--- src/rtl/hazard_scoreboard.sv ---
// Producer-side hazard scoreboard for the five-stage MIPS pipeline.
// Tracks in-flight GPR writes in EX/MEM/WB plus mult/div busy time and raises stall for IF/ID.
module hazard_scoreboard #(
    parameter int unsigned MD_LAT = 5
) (
    input  logic       clk,
    input  logic       reset,
    input  logic       id_valid,
    input  logic [4:0] id_rs,
    input  logic [4:0] id_rt,
    input  logic       id_rs_used,
    input  logic       id_rt_used,
    input  logic [1:0] id_rs_tuse,
    input  logic [1:0] id_rt_tuse,
    input  logic       id_wr_en,
    input  logic [4:0] id_wr_addr,
    input  logic [1:0] id_tnew,
    input  logic       id_md_start,
    input  logic       id_md_use,
    input  logic       flush,
    output logic       stall,
    output logic       md_busy,
    output logic [3:0] md_count
);

    typedef struct packed {
        logic       v;
        logic [4:0] addr;
        logic [1:0] tnew;
    } slot_t;

    slot_t      r_ex, r_mem, r_wb;
    logic [3:0] r_md_count;
    logic       w_rs_haz, w_rt_haz, w_md_haz, w_md_load;
    slot_t      w_ex_next;

    function automatic logic [1:0] sat_dec(input logic [1:0] x);
        return (x == 2'd0) ? 2'd0 : x - 2'd1;
    endfunction

    // Youngest matching producer governs: EX beats MEM beats WB.
    function automatic logic src_hazard(
        input logic       valid,
        input logic       used,
        input logic [4:0] src,
        input logic [1:0] tuse,
        input slot_t      ex,
        input slot_t      mem,
        input slot_t      wb
    );
        logic       hit;
        logic [1:0] tnew;
        hit  = 1'b0;
        tnew = 2'd0;
        if (ex.v && ex.addr == src) begin
            hit  = 1'b1;
            tnew = ex.tnew;
        end else if (mem.v && mem.addr == src) begin
            hit  = 1'b1;
            tnew = mem.tnew;
        end else if (wb.v && wb.addr == src) begin
            hit  = 1'b1;
            tnew = wb.tnew;
        end
        return valid && used && (src != 5'd0) && hit && (tnew > tuse);
    endfunction

    always_comb begin
        w_rs_haz  = src_hazard(id_valid, id_rs_used, id_rs, id_rs_tuse, r_ex, r_mem, r_wb);
        w_rt_haz  = src_hazard(id_valid, id_rt_used, id_rt, id_rt_tuse, r_ex, r_mem, r_wb);
        w_md_haz  = id_valid && id_md_use && (r_md_count != 4'd0);
        w_md_load = id_valid && id_md_start && !stall && !flush;

        w_ex_next      = '0;
        w_ex_next.v    = id_valid && id_wr_en && (id_wr_addr != 5'd0);
        w_ex_next.addr = id_wr_addr;
        w_ex_next.tnew = id_tnew;
    end

    assign stall    = w_rs_haz || w_rt_haz || w_md_haz;
    assign md_busy  = (r_md_count != 4'd0);
    assign md_count = r_md_count;

    always_ff @(posedge clk or negedge reset) begin
        if (!reset) begin
            r_ex  <= '0;
            r_mem <= '0;
            r_wb  <= '0;
        end else if (flush) begin
            r_ex  <= '0;
            r_mem <= '0;
            r_wb  <= '0;
        end else begin
            r_ex       <= stall ? '0 : w_ex_next;
            r_mem.v    <= r_ex.v;
            r_mem.addr <= r_ex.addr;
            r_mem.tnew <= sat_dec(r_ex.tnew);
            r_wb.v     <= r_mem.v;
            r_wb.addr  <= r_mem.addr;
            r_wb.tnew  <= sat_dec(r_mem.tnew);
        end
    end

    // The arithmetic unit cannot be cancelled, so flush leaves the counter alone.
    always_ff @(posedge clk or negedge reset) begin
        if (!reset) begin
            r_md_count <= '0;
        end else if (w_md_load) begin
            r_md_count <= 4'(MD_LAT);
        end else if (r_md_count != 4'd0) begin
            r_md_count <= r_md_count - 4'd1;
        end
    end

endmodule

--- config.mk ---
export PLATFORM = sky130hd
export DESIGN_NAME = hazard_scoreboard
export DESIGN_NICKNAME = d
export VERILOG_FILES = /design/src/rtl/hazard_scoreboard.sv
export SDC_FILE = /design/constraint.sdc
export NUM_CORES = 1
export LEC_CHECK = 0
export ABC_CLOCK_PERIOD_IN_PS = 4770
export CELL_PAD_IN_SITES_DETAIL_PLACEMENT = 0
export CELL_PAD_IN_SITES_GLOBAL_PLACEMENT = 2
export CORE_MARGIN = 2
export CORE_UTILIZATION = 34
export DETAILED_ROUTE_END_ITERATION = 10
export PLACE_DENSITY_LB_ADDON = 0.25
export SLEW_MARGIN = 20
export SYNTH_ARGS = -nofsm -noshare
export SYNTH_HDL_FRONTEND = slang
export SYNTH_SLANG_ARGS = --single-unit
--- constraint.sdc ---
create_clock -name clk -period 4.77 [get_ports clk]
set_input_delay 0.954 -clock clk [delete_from_list [all_inputs] [get_ports clk]]
set_output_delay 0.954 -clock clk [all_outputs]
set_load 0.005 [all_outputs]
==> impl_metrics.yaml <==
finish:
  fin_area_sq_um: 2300
  layout_common_cells: "dfrtp_1, clkdlybuf4s50_1, xor2_1"
  layout.cells.non_filler: 270
  seq_area_sq_um: 701
  nNetsFinal: 254
  area_growth_pct: 39.3
  drive_gt1_share_pct: 21.3
  postLayoutCoreUtil_pct: 49.1
  multi_input_area_sq_um: 935
  diodes: 0
  n_fill_cell: 451
  mostFrequentLayoutCell: "dfrtp_1"
routing:
  wl_um: 3660
  dr.pass1.iters: 4
  vias_per_cell: 4.77
  route.detailed.wl_per_inst_um: 13.6
  drc_errors: 0
  ant_nets: 0
  drt_iter0_markers: 39
  vias: 1289
clock_network:
  clkSinkCount: 28
  insertion_delay_ns: 0.27
  clockBufferDepth: 2
  cts_hold_buffers: 0
  clk_pin_slew_worst_paths_ns: 0.08
  numCtsBuffers: 3
  cts_max_level: 1
  cts_tree: "done"
  root_buffer: "clkbuf_8"
sta:
  setup_viol_count_final: 0
  fin_worst_skew_ns: 0.00401
  post-route-period-util_pct: 89.4
  slew_headroom_pct: 60.2
  finalHoldViolCount: 0
  maxSlewViolCount: 0
  min_period_ns: 4.26
  setup_tns_ns: 0
  fmax_mhz: 235
  max_slew.worst_pin.slew_ns: 0.596
  rsz0062_at_grt: "no"
critical_path:
  path_common_cell: "nor2b_2"
  crit_buf_inv: 2
  path_class: "input pin to output pin"
  cp-start-kind: "input pin"
  r2r_cells: 14
  slowest_delay_ns: 0.30
  cp.arrival_ns: 3.31
  crit_chain: "dlygate4sd2_1 > xor2_1 > nor4_1 > and3_1 > nor2b_2 > a22oi_1 > o21ai_1 > ha_1 > nor2b_2 > o2111ai_2 > o21bai_4 > o41ai_4 > nand2_1 > dlymetal6s2s_1"
  cp_data_required_time_ns: 3.82
  critPathCaptureType: "output pin"
  cp_slowest_cell: "dlygate4sd2_1"
  worst-path-max-fanout: 4
  rr_endpoint: "md_count[1]$_DFFE_PN0P_"
  crit_cells: 14
  setup.worst_path.start: "id_rt[1]"
  path_delay_family: "simple AND/OR/NAND/NOR gates"
  r2r-start: "r_wb[5]$_DFF_PN0_"
  endpoint: "stall"
  rrSetupSlack_ns: 1.71
worst_hold_path:
  hold_class: "register to register"
  worstHoldStart: "r_mem[0]$_DFF_PN0_"
synth:
  synth_mux_area_share_pct: 1.21
  synth_edf_count: 0
  synth_top_family_by_area: "simple AND/OR/NAND/NOR gates"
  netlist_top_cells_area: "dfrtp_1, xor2_1, nor2b_1"
  synth_warnings: 0
  yosysSeqAreaShare_pct: 42.4
  synth-seq-cells: 28
  synth-async-reset-ratio_pct: 100
  synthXorXnorAreaFrac_pct: 16.9
  synth_compound_area_share_pct: 10.3
  ys_types: 34
  yosysTopAreaCell: "dfrtp_1"
  avgSynthCellArea_sq_um: 10.5
  yosys.area_share.simple_pct: 20.6
  synthesis.nets: 194
  synth_area_sq_um: 1650
  ys.flop_type: "dfrtp_1"
  synthCells: 158
  yosys.area_share.adder_pct: 4.54
  netlist.area_leader.share_pct: 42.4
outcome:
  status: "completed"
pwr:
  p_leak_nw: 1.15
  ir_worst_vdd_uv: 157
  power.density_nw_per_um2: 268
  power_mw: 0.618
die:
  rows: 25
  design.core.area_sq_um: 4690
  die_w_um: 73.8
  die-area_sq_um: 5440
  initial_core_util_pct: 35.3
  fp.dieH_um: 73.8
  io-pin-count: 36
place:
  placed_area_sq_um: 2170
  dp.cells: 261
  portBuffers: 35
  gp_congestion: 0.866
  hpwl_um: 2980
global_routing:
  antenna_found_initial: 0
  grt.overflow.total: 0
  grt_max_degree: 29
  grt_pass1_wl_um: 6150
  grt_pass1_vias: 1326
  grt_usage_pct: 14.9
job:
  max_cap_viol_count: 0
## worst reg2reg max path, stage by stage, from the launching register on
cell	delay, ns
dfrtp_1	0.41
xor2_1	0.17
nor4_1	0.29
and3_1	0.24
nor2b_2	0.17
a22oi_1	0.07
o21ai_1	0.15
ha_1	0.26
nor2b_2	0.16
o2111ai_2	0.21
o21bai_4	0.08
o41ai_4	0.06
buf_4	0.16
nand3b_2	0.21
o221a_2	0.32
## cells in the mapped netlist, drive strengths merged, types with 2 or more instances
cell / instances
inv: 11
nor4: 6
nand2: 9
nor2b: 16
a22o: 2
and3b: 2
nor2: 9
buf: 3
mux2i: 2
a22oi: 2
nor3: 3
ha: 6
xnor2: 7
and3: 7
o2111ai: 2
dfrtp: 28
nor3b: 2
o21ai: 4
xor2: 25
## sequential cells by signal, indices dropped and copies added (netlist names)
register and cells:
r_ex 8, md_count 4, r_mem 8, r_wb 8
## power by group
part | leakage [nW] | internal (mW) | switching (mW)
logic | 0.755 | 0.122 | 0.0842
registers | 0.371 | 0.263 | 0.0248
clock network | 0.0216 | 0.0566 | 0.0676
## timing repair
item / 4_1_cts / 5_1_grt
pin swaps: 13 / 5
endpoints found under the setup margin: 1 / 1
hold endpoints to repair: 0 / 0
setup buffers: 5 / 1
resized for setup: 16 / 9
## cells by family after synthesis
| group | after synthesis |
|---|---|
| compound gates | 18 |
| fa+ha+maj | 6 |
| buf+inv | 14 |
| flops | 28 |
| xor+xnor | 32 |
| mux | 2 |
| simple gates | 58 |
## routing by layer
metal  wire length, um  vias up  track usage (%)
li1                  -      651                -
met1              1670      614             19.9
met2              1840       20             25.5
met3               107        4             1.23
met4                46        0             4.85
met5                 0        -                0
## layout make-up
cell class / instances / area share, %
multi-input cells: 116 / 40.6
repair buffers: 58 / 22.5
well taps: 54 / 2.93
flip-flops and latches: 28 / 30.4
inverters: 11 / 1.79
clock buffers: 3 / 1.79
## per-stage QoR
| stage | hold WS, ns | worst slack, ns |
|---|---|---|
| floorplan | 0.444 | 1.02 |
| global placement | 0.477 | -0.226 |
| detailed placement | 0.474 | -0.256 |
| CTS | 0.487 | 0.0109 |
| global route | 0.519 | 0.294 |
| finish | 0.482 | 0.506 |
## worst min-delay path by stage
stage | to | depth (start not counted)
3_5_place_dp | r_wb[0]$_DFF_PN0_ | 1
2_1_floorplan | r_mem[0]$_DFF_PN0_ | 1
3_3_place_gp | r_wb[0]$_DFF_PN0_ | 1
6_report | r_wb[0]$_DFF_PN0_ | 1
5_1_grt | r_wb[0]$_DFF_PN0_ | 1
4_1_cts | r_wb[0]$_DFF_PN0_ | 1
Note: power is estimated with default switching activity, not from simulation.
